===== src/rtl/sha256_job_dispatcher.sv =====
// sha256_job_dispatcher: queues hash jobs and launches each on the lowest-indexed free SHA-256 core
// Ports: job_valid/job_ready/job_msg_addr/job_out_addr accept jobs into the FIFO;
// core_start/core_message_addr/core_output_addr drive each core, core_done (high = idle) observes it;
// cmpl_valid/cmpl_ready/cmpl_core_id/cmpl_out_addr/cmpl_timeout report finished or timed-out jobs;
// queue_count is FIFO occupancy; busy flags queued work or any core not FREE/FAULT.
module sha256_job_dispatcher #(
    parameter int NUM_CORES      = 2,
    parameter int QUEUE_DEPTH    = 4,
    parameter int TIMEOUT_CYCLES = 4096,
    parameter int ACK_CYCLES     = 4
) (
    input  logic                         clk,
    input  logic                         reset_n,
    input  logic                         job_valid,
    output logic                         job_ready,
    input  logic [15:0]                  job_msg_addr,
    input  logic [15:0]                  job_out_addr,
    output logic [NUM_CORES-1:0]         core_start,
    output logic [16*NUM_CORES-1:0]      core_message_addr,
    output logic [16*NUM_CORES-1:0]      core_output_addr,
    input  logic [NUM_CORES-1:0]         core_done,
    output logic                         cmpl_valid,
    input  logic                         cmpl_ready,
    output logic [2:0]                   cmpl_core_id,
    output logic [15:0]                  cmpl_out_addr,
    output logic                         cmpl_timeout,
    output logic [$clog2(QUEUE_DEPTH):0] queue_count,
    output logic                         busy
);
    localparam int QW = $clog2(QUEUE_DEPTH) + 1;
    localparam int PW = $clog2(QUEUE_DEPTH);
    localparam int CW = $clog2(TIMEOUT_CYCLES) + 1;
    localparam logic [CW-1:0] ACK_LIM = CW'(ACK_CYCLES - 1);
    localparam logic [CW-1:0] TO_LIM = CW'(TIMEOUT_CYCLES - 1);

    typedef enum logic [2:0] {FREE, LAUNCH, RUN, REPORT, FAULT} state_t;

    state_t st [NUM_CORES];
    state_t st_n [NUM_CORES];
    logic [CW-1:0] cnt [NUM_CORES];
    logic [CW-1:0] cnt_n [NUM_CORES];
    logic [NUM_CORES-1:0] to, to_n, active;
    logic [15:0] maddr [NUM_CORES];
    logic [15:0] oaddr [NUM_CORES];
    logic [15:0] q_msg [QUEUE_DEPTH];
    logic [15:0] q_out [QUEUE_DEPTH];
    logic [PW-1:0] wr_ptr, rd_ptr;
    logic [QW-1:0] count_n;
    logic push, disp, xfer, sel_v, sel_to;
    logic [2:0] disp_id, sel_id;
    logic [15:0] sel_addr;

    always_comb begin
        push = job_valid && job_ready;
        xfer = cmpl_valid && cmpl_ready;
        disp = 1'b0;
        disp_id = '0;
        for (int i = NUM_CORES - 1; i >= 0; i--)
            if (st[i] == FREE) begin
                disp = queue_count != '0;
                disp_id = 3'(i);
            end
        count_n = queue_count + QW'(push) - QW'(disp);
        to_n = to;
        for (int i = 0; i < NUM_CORES; i++) begin
            st_n[i] = st[i];
            cnt_n[i] = cnt[i] == '1 ? cnt[i] : cnt[i] + 1'b1;
            case (st[i])
                FREE:
                    if (disp && disp_id == 3'(i)) begin
                        st_n[i] = LAUNCH;
                        cnt_n[i] = '0;
                    end
                LAUNCH:
                    if (!core_done[i]) begin
                        st_n[i] = RUN;
                        cnt_n[i] = '0;
                    end else if (cnt[i] == ACK_LIM) begin
                        st_n[i] = REPORT;
                        to_n[i] = 1'b1;
                    end
                RUN:
                    if (core_done[i]) begin
                        st_n[i] = REPORT;
                        to_n[i] = 1'b0;
                    end else if (cnt[i] == TO_LIM) begin
                        st_n[i] = REPORT;
                        to_n[i] = 1'b1;
                    end
                REPORT:
                    if (xfer && cmpl_core_id == 3'(i))
                        st_n[i] = to[i] ? FAULT : FREE;
                default: ;
            endcase
        end
        // Next record comes from next-cycle states so the transferred core is already excluded
        sel_v = 1'b0;
        sel_id = '0;
        sel_addr = '0;
        sel_to = 1'b0;
        for (int i = NUM_CORES - 1; i >= 0; i--)
            if (st_n[i] == REPORT) begin
                sel_v = 1'b1;
                sel_id = 3'(i);
                sel_addr = oaddr[i];
                sel_to = to_n[i];
            end
    end

    always_comb begin
        core_start = '0;
        active = '0;
        core_message_addr = '0;
        core_output_addr = '0;
        for (int i = 0; i < NUM_CORES; i++) begin
            core_start[i] = st[i] == LAUNCH;
            active[i] = st[i] != FREE && st[i] != FAULT;
            core_message_addr[16*i +: 16] = maddr[i];
            core_output_addr[16*i +: 16] = oaddr[i];
        end
    end

    assign busy = queue_count != '0 || |active;

    always_ff @(posedge clk) begin
        if (!reset_n) begin
            wr_ptr <= '0;
            rd_ptr <= '0;
            queue_count <= '0;
            job_ready <= 1'b0;
            cmpl_valid <= 1'b0;
            cmpl_core_id <= '0;
            cmpl_out_addr <= '0;
            cmpl_timeout <= 1'b0;
            to <= '0;
            for (int i = 0; i < QUEUE_DEPTH; i++) begin
                q_msg[i] <= '0;
                q_out[i] <= '0;
            end
            for (int i = 0; i < NUM_CORES; i++) begin
                st[i] <= FREE;
                cnt[i] <= '0;
                maddr[i] <= '0;
                oaddr[i] <= '0;
            end
        end else begin
            if (push) begin
                q_msg[wr_ptr] <= job_msg_addr;
                q_out[wr_ptr] <= job_out_addr;
                wr_ptr <= wr_ptr + 1'b1;
            end
            if (disp)
                rd_ptr <= rd_ptr + 1'b1;
            queue_count <= count_n;
            job_ready <= count_n < QW'(QUEUE_DEPTH);
            to <= to_n;
            for (int i = 0; i < NUM_CORES; i++) begin
                st[i] <= st_n[i];
                cnt[i] <= cnt_n[i];
                // Buses only load on dispatch, so they stay put until the core is FREE again
                if (disp && disp_id == 3'(i)) begin
                    maddr[i] <= q_msg[rd_ptr];
                    oaddr[i] <= q_out[rd_ptr];
                end
            end
            // A presented record is frozen until accepted, even if a lower core starts reporting
            if (!cmpl_valid || cmpl_ready) begin
                cmpl_valid <= sel_v;
                cmpl_core_id <= sel_id;
                cmpl_out_addr <= sel_addr;
                cmpl_timeout <= sel_to;
            end
        end
    end
endmodule


===== config.mk =====
export PLATFORM = sky130hd
export DESIGN_NAME = sha256_job_dispatcher
export DESIGN_NICKNAME = d
export VERILOG_FILES = /design/src/rtl/sha256_job_dispatcher.sv
export SDC_FILE = /design/constraint.sdc
export NUM_CORES = 1
export LEC_CHECK = 0
export CAP_MARGIN = 40
export CORE_ASPECT_RATIO = 1.25
export CORE_MARGIN = 8
export CORE_UTILIZATION = 58
export CTS_BUF_LIST = sky130_fd_sc_hd__clkbuf_4 sky130_fd_sc_hd__clkbuf_8
export CTS_CLUSTER_SIZE = 8
export DETAILED_ROUTE_END_ITERATION = 6
export PLACE_DENSITY_LB_ADDON = 0.05
export SLEW_MARGIN = 20
export SYNTH_ARGS = -nofsm -noshare
export SYNTH_HDL_FRONTEND = slang
export SYNTH_SLANG_ARGS = --single-unit

===== constraint.sdc =====
create_clock -name clk -period 4.29 [get_ports clk]
set_input_delay 0.858 -clock clk [delete_from_list [all_inputs] [get_ports clk]]
set_output_delay 0.858 -clock clk [all_outputs]
set_load 0.01 [all_outputs]

# Yosys cells after proc, flatten, opt, wreduce, memory -nomap -nowiden
# Memory sizes are Yosys's and may differ from the RTL's. A register that Yosys moved wholly into a read port is not among the register bits.
# Cells that the tools add are included.
dict set report totals {
  elab_cells 144
  in_bits 38
  mem_count 6
  out_inout_bits 92
  mem_bits_rw 224
  regBits 31
}
# name words width read_ports rd_clocked_by_memory_dff wr line_no
set mem_list {}
lappend mem_list {q_msg 4 16 1 1 4 45} ;# logic [15:0] q_msg [QUEUE_DEPTH];
lappend mem_list {q_out 4 16 1 1 4 46} ;# logic [15:0] q_out [QUEUE_DEPTH];
lappend mem_list {maddr 2 16 2 0 2 43} ;# logic [15:0] maddr [NUM_CORES];
lappend mem_list {oaddr 2 16 2 0 2 44} ;# logic [15:0] oaddr [NUM_CORES];
lappend mem_list {cnt 2 13 2 0 2 40} ;# logic [CW-1:0] cnt [NUM_CORES];
lappend mem_list {st 2 3 2 0 2 38} ;# state_t st [NUM_CORES];
dict set report op_classes {
  addsub 6
  reduce_logical 21
  bitwise_logic 8
  magnitude_cmp 1
  n_eq_ne 18
  mux 75
}
# operator n
set op_table {}
lappend op_table {{16-bit two-way mux} 8}
lappend op_table {{13-bit two-way mux} 8}
lappend op_table {{3-bit two-way mux} 18}
lappend op_table {{13-bit case mux with 2 select lines} 2}
lappend op_table {{16-bit OR reduction} 2}
lappend op_table {{1-bit two-way mux} 29}
lappend op_table {{13-bit by 1-bit adder with 13-bit output, second input constant} 2}
lappend op_table {{13-bit by 12-bit equality test with 1-bit output, second input constant} 2}
lappend op_table {{13-bit equality test, second input constant} 2}
lappend op_table {{13-bit by 2-bit equality test with 1-bit output, second input constant} 2}
lappend op_table {{3-bit case mux with 4 select lines} 2}
lappend op_table {{3-bit by 2-bit equality test with 1-bit output, second input constant} 6}
lappend op_table {{3-bit by 1-bit equality test with 1-bit output, second input constant} 4}
lappend op_table {{3-bit logical NOT} 4}
lappend op_table {{2-bit two-way mux} 6}
lappend op_table {{3-bit nonzero test} 3}
lappend op_table {{1-bit logical AND} 8}
lappend op_table {{1-bit OR} 8}
lappend op_table {{3-bit inequality test, second input constant} 2}
lappend op_table {{2-bit by 1-bit adder with 2-bit output, second input constant} 2}
lappend op_table {{1-bit case mux with 2 select lines} 2}
lappend op_table {{3-bit by 1-bit adder with 3-bit output} 1}
lappend op_table {{3-bit < comparator, second input constant} 1}
lappend op_table {{3-bit by 1-bit subtractor with 3-bit output} 1}
lappend op_table {{3 further kinds} 4}

# Logic depth before layout (Yosys ltp)
# Gate-level depths: netlist (run 1).
# An unclocked memory read counts as a cell.
dict set report logic_depth {
  ltp_word 11
  depth_mapped 12
}

# Worst setup path before layout (run 1)
# No wires, ideal clock.
dict set report synth_path {
  path_kind {input to register}
  start {input job_valid}
  end {memory q_msg[1][0] (enable)}
  path_slack_ns 0.539
  arrival_ns 3.285
  cell_stages 2
  path_buffers 0
  path_cell_list {nand2_1 > o21ai_0}
}
# element line_no
set synth_rtl {}
lappend synth_rtl {{start, declared} 14} ;# input logic job_valid,
lappend synth_rtl {{end, declared} 45}

# Worst setup path after layout (run 1)
dict set report layout_path {
  start {register queue_count[1]}
  end {output busy}
}
dict set report layout_via {
  elab_chain_len 2
}
# element line_no
set layout_lines {}
lappend layout_lines {{start, declared} 27} ;# output logic [$clog2(QUEUE_DEPTH):0] queue_count,
lappend layout_lines {{start signal, assigned} 154} ;# queue_count <= count_n;
lappend layout_lines {{3-bit nonzero test} 123} ;# assign busy = queue_count != '0 || |active;
lappend layout_lines {{1-bit logical OR} 123}
lappend layout_lines {{end, declared} 28} ;# output logic busy
# Every way passes these cells.

==> implementation parameters, run 1 <==
Parameter                              Value

Run status
  Status    complete, no violations

Power and ir drop
  Sequential share of power    45.1%
  PD cells    603.7 nW/um2
  Internal Power    5.510 mW
  Leakage component of the power    4.953 nW
  PnR Total Power    7.836 mW
  Clk network pwr share    25.0%
  Peak VDD IR    0.0003587 V
  Proportion of total power due to net switching    29.68%
  Portion of total power attributed to combinational logic    29.9%
  Switching pwr    2.326 mW

Global routing
  Pin count of the biggest net entering global routing    37
  Antenna violations before repair    0
  First-pass GRT wire length    37.53 mm
  Vias in the first global route    7324
  GR Util All Layers    21.08%
  Overall overflow remaining after global route    0

Critical path
  CP Max Fanout    5
  CP startpoint kind    flip-flop
  Required @ worst endpoint    3.43 ns
  Crit path largest cell delay    0.50 ns
  Category of the critical setup timing path    flip-flop to output port
  Setup crit end kind    output port
  Cell with the largest stage delay on the worst path    clkdlybuf4s50_1
  Data arrival time of the critical path    2.22 ns
  Crit path cell chain    nor3_1 > clkbuf_2 > nand2_1 > clkdlybuf4s50_1

CTS
  Total of hold buffers inserted after clock tree synthesis    0
  Clock net sink count    255
  Clock tree from TritonCTS    built
  TritonCTS buffer count    40
  CTS H-Tree Depth    2
  Insertion delay of the later-clocked pin in the worst-skew pair    0.52 ns
  Library cell used as clock root buffer    clkbuf_8
  CTS clk-pin slew, worst paths    0.06 ns
  Count of instances resized after the clock tree is built    0
  Buffer count from post-CTS setup fixing    0
  Number of buffers on the longest clock path    3

STA
  Maximum clock rate    325.0 MHz
  Number of slew-limit violations in the final report    0
  Headroom to the max-slew limit    44.42%
  RSZ-0062 raised after global routing    false
  Crit path setup slack, layout    1.213 ns
  Final Critical Period    3.077 ns
  Total Negative Setup Slacks    0 ns
  Portion of the clock cycle consumed by the worst path in the final layout    71.72%
  Worst Max-Slew Pin Slew    0.8305 ns
  Final setup violation count    0
  Final Skew    0.01405 ns
  Number of failing hold endpoints at the final stage    0

Detailed routing
  Routed len/inst    19.78 um
  ANT nets after route    0
  Iteration-0 DRC count of the detailed router    469
  Routed WL    23.94 mm
  Average vias per placed instance    5.639
  Number of vias after detailed routing    6823
  Number of design rule violations left after detail routing    0
  Drt first pass iters    5

Place
  Inst Count DP    1138
  Worst slack at placement    1.053 ns
  Total half-perimeter wirelength after legalization and detailed placement    15.81 mm
  Cell Area, Placed    12150 um2
  Input/output buffers    127
  Final weighted congestion in routability-driven placement    0.8412

Yosys
  Sequential cell area fraction in the yosys report    66.57%
  Mean area per synthesized cell    13.00 um2
  Post-Syn Area    10560 um2
  Number of enable-type register cells in the synthesized netlist    192
  Unique cell type count in the Yosys netlist    50
  Post-synth ARST share    0%
  Post-synth top flop    edfxtp_1
  Synthesis warning total    0
  Instance count of the mapped netlist    812
  Number of synthesized register bits    255

Final layout
  Fill count    1232
  Final standard cell area without fillers    12980 um2
  Final non-filler cell total    1210
  Layout Nets    999
  Fraction of layout cells with a size suffix above 1    13.24%
  Most common library cell in the layout ignoring fill and taps    edfxtp_1
  Commonest cells after routing, fill and taps aside    edfxtp_1 (192), clkdlybuf4s50_1 (126), nor2_1 (100)
  Antenna Diode Count    0
  Signed area change from the synthesized netlist to the final layout    22.98%
  Sequential cell area    7029 um2
  Area taken by multi-input logic gates    3196 um2

Hold path
  Min-Delay Path Class    flip-flop to flip-flop

Floorplan
  Area of the core    17960 um2
  Y dimension of the die    166.8 um
  Effective utilization at floorplan    58.77%
  Total I/O pin count    130
  Die Area    22800 um2
  Width of the die    136.7 um
  Site row count    55

Run
  Maxcap violations    0
-- logic make-up (layout without fill, tap and decap cells) --
kind of cell / after synthesis / after routing / share of synthesized area (%)
DFF: 255 / 255 / 66.57
adders and majority gates: 5 / 5 / 0.6638
buffers and inverters: 103 / 272 / 3.841
other: 1 / 2 / 0.03553
xor gates and xnor gates: 21 / 21 / 1.742
and+or+nand+nor: 324 / 324 / 15.78
AOI/OAI and AO/OA: 70 / 70 / 4.445
muxes: 33 / 33 / 6.923
-- synthesized netlist by cell type, drive strengths merged, types with 3 or more instances --
cell type | n | share of area (%)
a21oi | 11 | 0.52
a22o | 15 | 1.2
and2 | 45 | 2.7
and3 | 37 | 2.2
and4 | 3 | 0.25
buf | 9 | 0.50
clkbuf | 37 | 1.3
dfxtp | 63 | 12
edfxtp | 192 | 55
ha | 4 | 0.47
inv | 57 | 2.0
mux4 | 32 | 6.8
nand2 | 51 | 1.8
nand2b | 18 | 1.1
nand3 | 13 | 0.62
nand4 | 9 | 0.53
nor2 | 100 | 3.6
nor2b | 8 | 0.47
nor3 | 9 | 0.43
nor3b | 5 | 0.36
nor4 | 10 | 0.59
o21ai | 29 | 1.4
o31a | 3 | 0.25
or3 | 5 | 0.30
xnor2 | 10 | 0.83
xor2 | 11 | 0.91
-- power by group through the flow --
stage | logic [mW] | registers, mW | clock network [mW]
floorplan | 1.07 | 3.62 | 0
global placement | 2.19 | 3.59 | 0
detailed placement | 2.31 | 3.58 | 0
CTS | 2.32 | 3.53 | 2.01
global route | 2.52 | 3.59 | 2.11
finish | 2.34 | 3.53 | 1.96
-- per-stage QoR --
step	hold slack [ns]	util (%)
2_1_floorplan	0.4485	-
3_3_place_gp	0.4603	67.34
3_5_place_dp	0.4689	67.65
4_1_cts	0.4829	71.91
5_1_grt	0.4988	72.27
6_report	0.4831	72.27
-- critical path, delay by kind of cell, from the launching register on --
kind,cells,cell delay (ns)
buffers and inverters,2,0.76
AND/OR/NAND/NOR,2,0.57
flip-flops,1,0.37
-- layer usage --
metal | vias to the layer above | global-route usage (%) | routed length (um)
met2 | 213 | 37.19 | 12550
met3 | 43 | 4.907 | 1555
li1 | 3192 | - | -
met4 | 0 | 7.516 | 486
met1 | 3375 | 24.23 | 9341
met5 | - | 0 | 0
-- registers in the layout, indices dropped and copies added (netlist names), named ones only --
name and count:
cmpl_core_id 1, cmpl_out_addr 16, cmpl_timeout 1, cmpl_valid 1, cnt 26, job_ready 1
maddr 32, oaddr 32, q_msg 64, q_out 64, queue_count 3, rd_ptr 2
st 6, to 2, wr_ptr 2
-- final cells by class --
class | count | area share [%]
inverters | 57 | 1.648
clock buffers | 62 | 5.658
flip-flops and latches | 255 | 54.15
repair buffers | 147 | 11.49
well taps | 228 | 2.198
clock inverters | 6 | 0.2410
multi-input cells | 455 | 24.62
-- final timing paths --
path                            depth (start not counted)  slack [ns]             start                to
worst max-delay path                                    4        1.21    queue_count[1]              busy
worst max register to register                         11        1.31          st[0][0]         job_ready
worst min-delay path                                    1        0.48  cmpl_out_addr[6]  cmpl_out_addr[6]
worst min register to register                          1        0.48  cmpl_out_addr[6]  cmpl_out_addr[6]
No activity file was read; power rests on OpenSTA's default activity.
==> run 2: changes to the inputs <==
==> constraint.sdc (replaced) <==
create_clock -name clk -period 3 [get_ports clk]
set_input_delay 0.6 -clock clk [delete_from_list [all_inputs] [get_ports clk]]
set_output_delay 0.6 -clock clk [all_outputs]
set_load 0.01 [all_outputs]
==> run 2 against run 1 <==
Global-route usage is 0.077 points higher. Via count is 1.1% higher. Core utilization is 0.59 points higher. Flip-flop and latch count stayed put. Critical path type unchanged. Largest cell class unchanged.
==> implementation parameters, run 2 (same netlist as run 1, synthesis figures left out) <==
Parameter                              Value

Critical path
  Worst path top cell family by delay    buffers and inverters
  CP Max Fanout    9 (+4)
  Levels on crit path    2 (-2)
  Internal reg-to-reg setup slack    0.34 ns (-0.97 ns)
  Category of the critical setup timing path    flip-flop to output port
  Crit path cell chain    nor3b_1 > clkdlybuf4s50_1
  CP startpoint kind    flip-flop
  Crit path largest cell delay    0.62 ns (+0.12 ns)
  Data arrival time of the critical path    2.07 ns (-0.15 ns)
  Worst Path Buf+Inv    1 (-1)
  Required @ worst endpoint    2.40 ns (-1.03 ns)
  Depth of the worst register-to-register path    6 (-5)
  Setup crit end kind    output port
  Cell with the largest stage delay on the worst path    clkdlybuf4s50_1

Place
  Inst Count DP    1154 (+1.4%)
  Cell Area, Placed    12290 um2 (+1.1%)
  Total half-perimeter wirelength after legalization and detailed placement    15.92 mm (+0.70%)
  Final weighted congestion in routability-driven placement    0.8177 (-2.8%)
  Worst slack at placement    0.2041 ns (-0.8489 ns)
  Input/output buffers    127 (unchanged)

CTS
  TritonCTS buffer count    41 (+2.5%)
  Buffer count from post-CTS setup fixing    0 (unchanged)
  CTS clk-pin slew, worst paths    0.06 ns (about the same)
  Count of instances resized after the clock tree is built    0 (unchanged)
  Clock tree from TritonCTS    built
  CTS H-Tree Depth    2 (unchanged)
  Number of buffers on the longest clock path    3 (unchanged)
  Clock net sink count    255 (unchanged)
  Library cell used as clock root buffer    clkbuf_8
  Total of hold buffers inserted after clock tree synthesis    0 (unchanged)
  Insertion delay of the later-clocked pin in the worst-skew pair    0.53 ns (about the same)

Final layout
  Final non-filler cell total    1227 (+1.4%)
  Area taken by multi-input logic gates    3193 um2 (about the same)
  Commonest cells after routing, fill and taps aside    edfxtp_1 (192), clkdlybuf4s50_1 (126), nor2_1 (100)
  Fraction of layout cells with a size suffix above 1    14.51% (+1.3 points)
  Layout Nets    1013 (+1.4%)
  Most common library cell in the layout ignoring fill and taps    edfxtp_1
  Final standard cell area without fillers    13090 um2 (+0.82%)
  Sequential cell area    7029 um2 (unchanged)
  Signed area change from the synthesized netlist to the final layout    23.99%
  Fill count    1193 (-3.2%)
  Final core utilization    72.87% (+0.59 points)
  Antenna Diode Count    0 (unchanged)
  Leading registers by flop count    q_msg (64), q_out (64)

STA
  Worst Max-Slew Pin Slew    0.7314 ns (-0.09906 ns)
  Number of failing hold endpoints at the final stage    0 (unchanged)
  Number of slew-limit violations in the final report    0 (unchanged)
  Final setup violation count    0 (unchanged)
  Final Skew    0.01728 ns (+0.003232 ns)
  Headroom to the max-slew limit    51.12% (+6.7 points)
  Crit path setup slack, layout    0.3319 ns (-0.8812 ns)
  Maximum clock rate    374.8 MHz
  RSZ-0062 raised after global routing    false
  Worst hold slack after final layout    0.4849 ns (+0.001754 ns)
  Final Critical Period    2.668 ns
  Portion of the clock cycle consumed by the worst path in the final layout    88.94%
  Total Negative Setup Slacks    0 ns (unchanged)

Power and ir drop
  Peak VDD IR    0.0005417 V (+51%)
  Leakage component of the power    5.018 nW (+1.3%)
  Internal Power    7.951 mW (+44%)
  Clk network pwr share    25.5% (+0.5 points)
  Sequential share of power    44.9% (-0.2 points)
  PD cells    861.4 nW/um2 (+43%)
  PnR Total Power    11.27 mW (+44%)
  Switching pwr    3.322 mW (+43%)
  Proportion of total power due to net switching    29.47% (-0.21 points)
  Portion of total power attributed to combinational logic    29.6% (-0.3 points)

Detailed routing
  Routed len/inst    19.27 um (-2.6%)
  Number of design rule violations left after detail routing    0 (unchanged)
  Drt first pass iters    4 (-1)
  Routed WL    23.65 mm (-1.2%)
  Average vias per placed instance    5.619 (-0.34%)
  ANT nets after route    0 (unchanged)
  Number of vias after detailed routing    6895 (+1.1%)
  Iteration-0 DRC count of the detailed router    382 (-19%)

Floorplan
  Y dimension of the die    166.8 um (unchanged)
  Site row count    55 (unchanged)
  Total I/O pin count    130 (unchanged)
  Width of the die    136.7 um (unchanged)
  Area of the core    17960 um2 (unchanged)
  Die Area    22800 um2 (unchanged)
  Effective utilization at floorplan    58.77% (unchanged)

Hold path
  Min-Delay Path Class    flip-flop to flip-flop
  Hold path depth    1 (unchanged)

Global routing
  Overall overflow remaining after global route    0 (unchanged)
  Vias in the first global route    7457 (+1.8%)
  First-pass GRT wire length    37.76 mm (+0.62%)
  GR Util All Layers    21.16% (+0.077 points)
  Antenna violations before repair    0 (unchanged)
  Pin count of the biggest net entering global routing    35 (-5.4%)

Run status
  Status    complete, no violations

Run
  Maxcap violations    0 (unchanged)
## run 2: cell count changes in the layout (fill, tap and decap cells not counted), sizes merged
cell / previous run / this run
clkbuf: 64 / 66
buf: 19 / 33
clkinv: 4 / 5
clkinvlp: 1 / 2
inv: 58 / 57
## run 2: layout make-up
class,count,area share [%]
clock buffer,65,5.832
clock inverter,7,0.2581
inverter,57,1.635
multi-input combinational,455,24.40
sequential,255,53.71
tap,228,2.180
timing repair buffer,160,11.99
## run 2: worst paths after layout
kind	startpoint	endpoint
worst min-delay path	cmpl_out_addr[9]	cmpl_out_addr[9]
worst max register to register	st[0][1]	cmpl_out_addr[9]
worst max-delay path	st[0][3]	core_start[1]
worst min register to register	cmpl_out_addr[9]	cmpl_out_addr[9]
## run 2: routing by layer
| metal | GRT usage [%] | vias up | part of all wire (%) |
|---|---|---|---|
| met3 | 4.967 | 44 | 7.3 |
| met2 | 38.43 | 236 | 53 |
| li1 | - | 3219 | - |
| met1 | 23.11 | 3396 | 37 |
| met4 | 7.899 | 0 | 2.5 |
| met5 | 0 | - | 0 |
## run 2: worst register-to-register path: cells and delay by family, from the launching register on
kind | cells | cell delay [ns]
AND/OR/NAND/NOR | 4 | 1.63
flip-flops | 1 | 0.51
AO/OA/AOI/OAI | 2 | 0.47
## run 2: power by group through the flow
stage	Sequential (mW)	Clock, mW	Combinational (mW)
floorplan	5.18	0	1.53
global placement	5.13	0	3.21
detailed placement	5.13	0	3.37
CTS	5.06	2.92	3.37
global route	5.13	3.09	3.60
finish	5.06	2.87	3.34
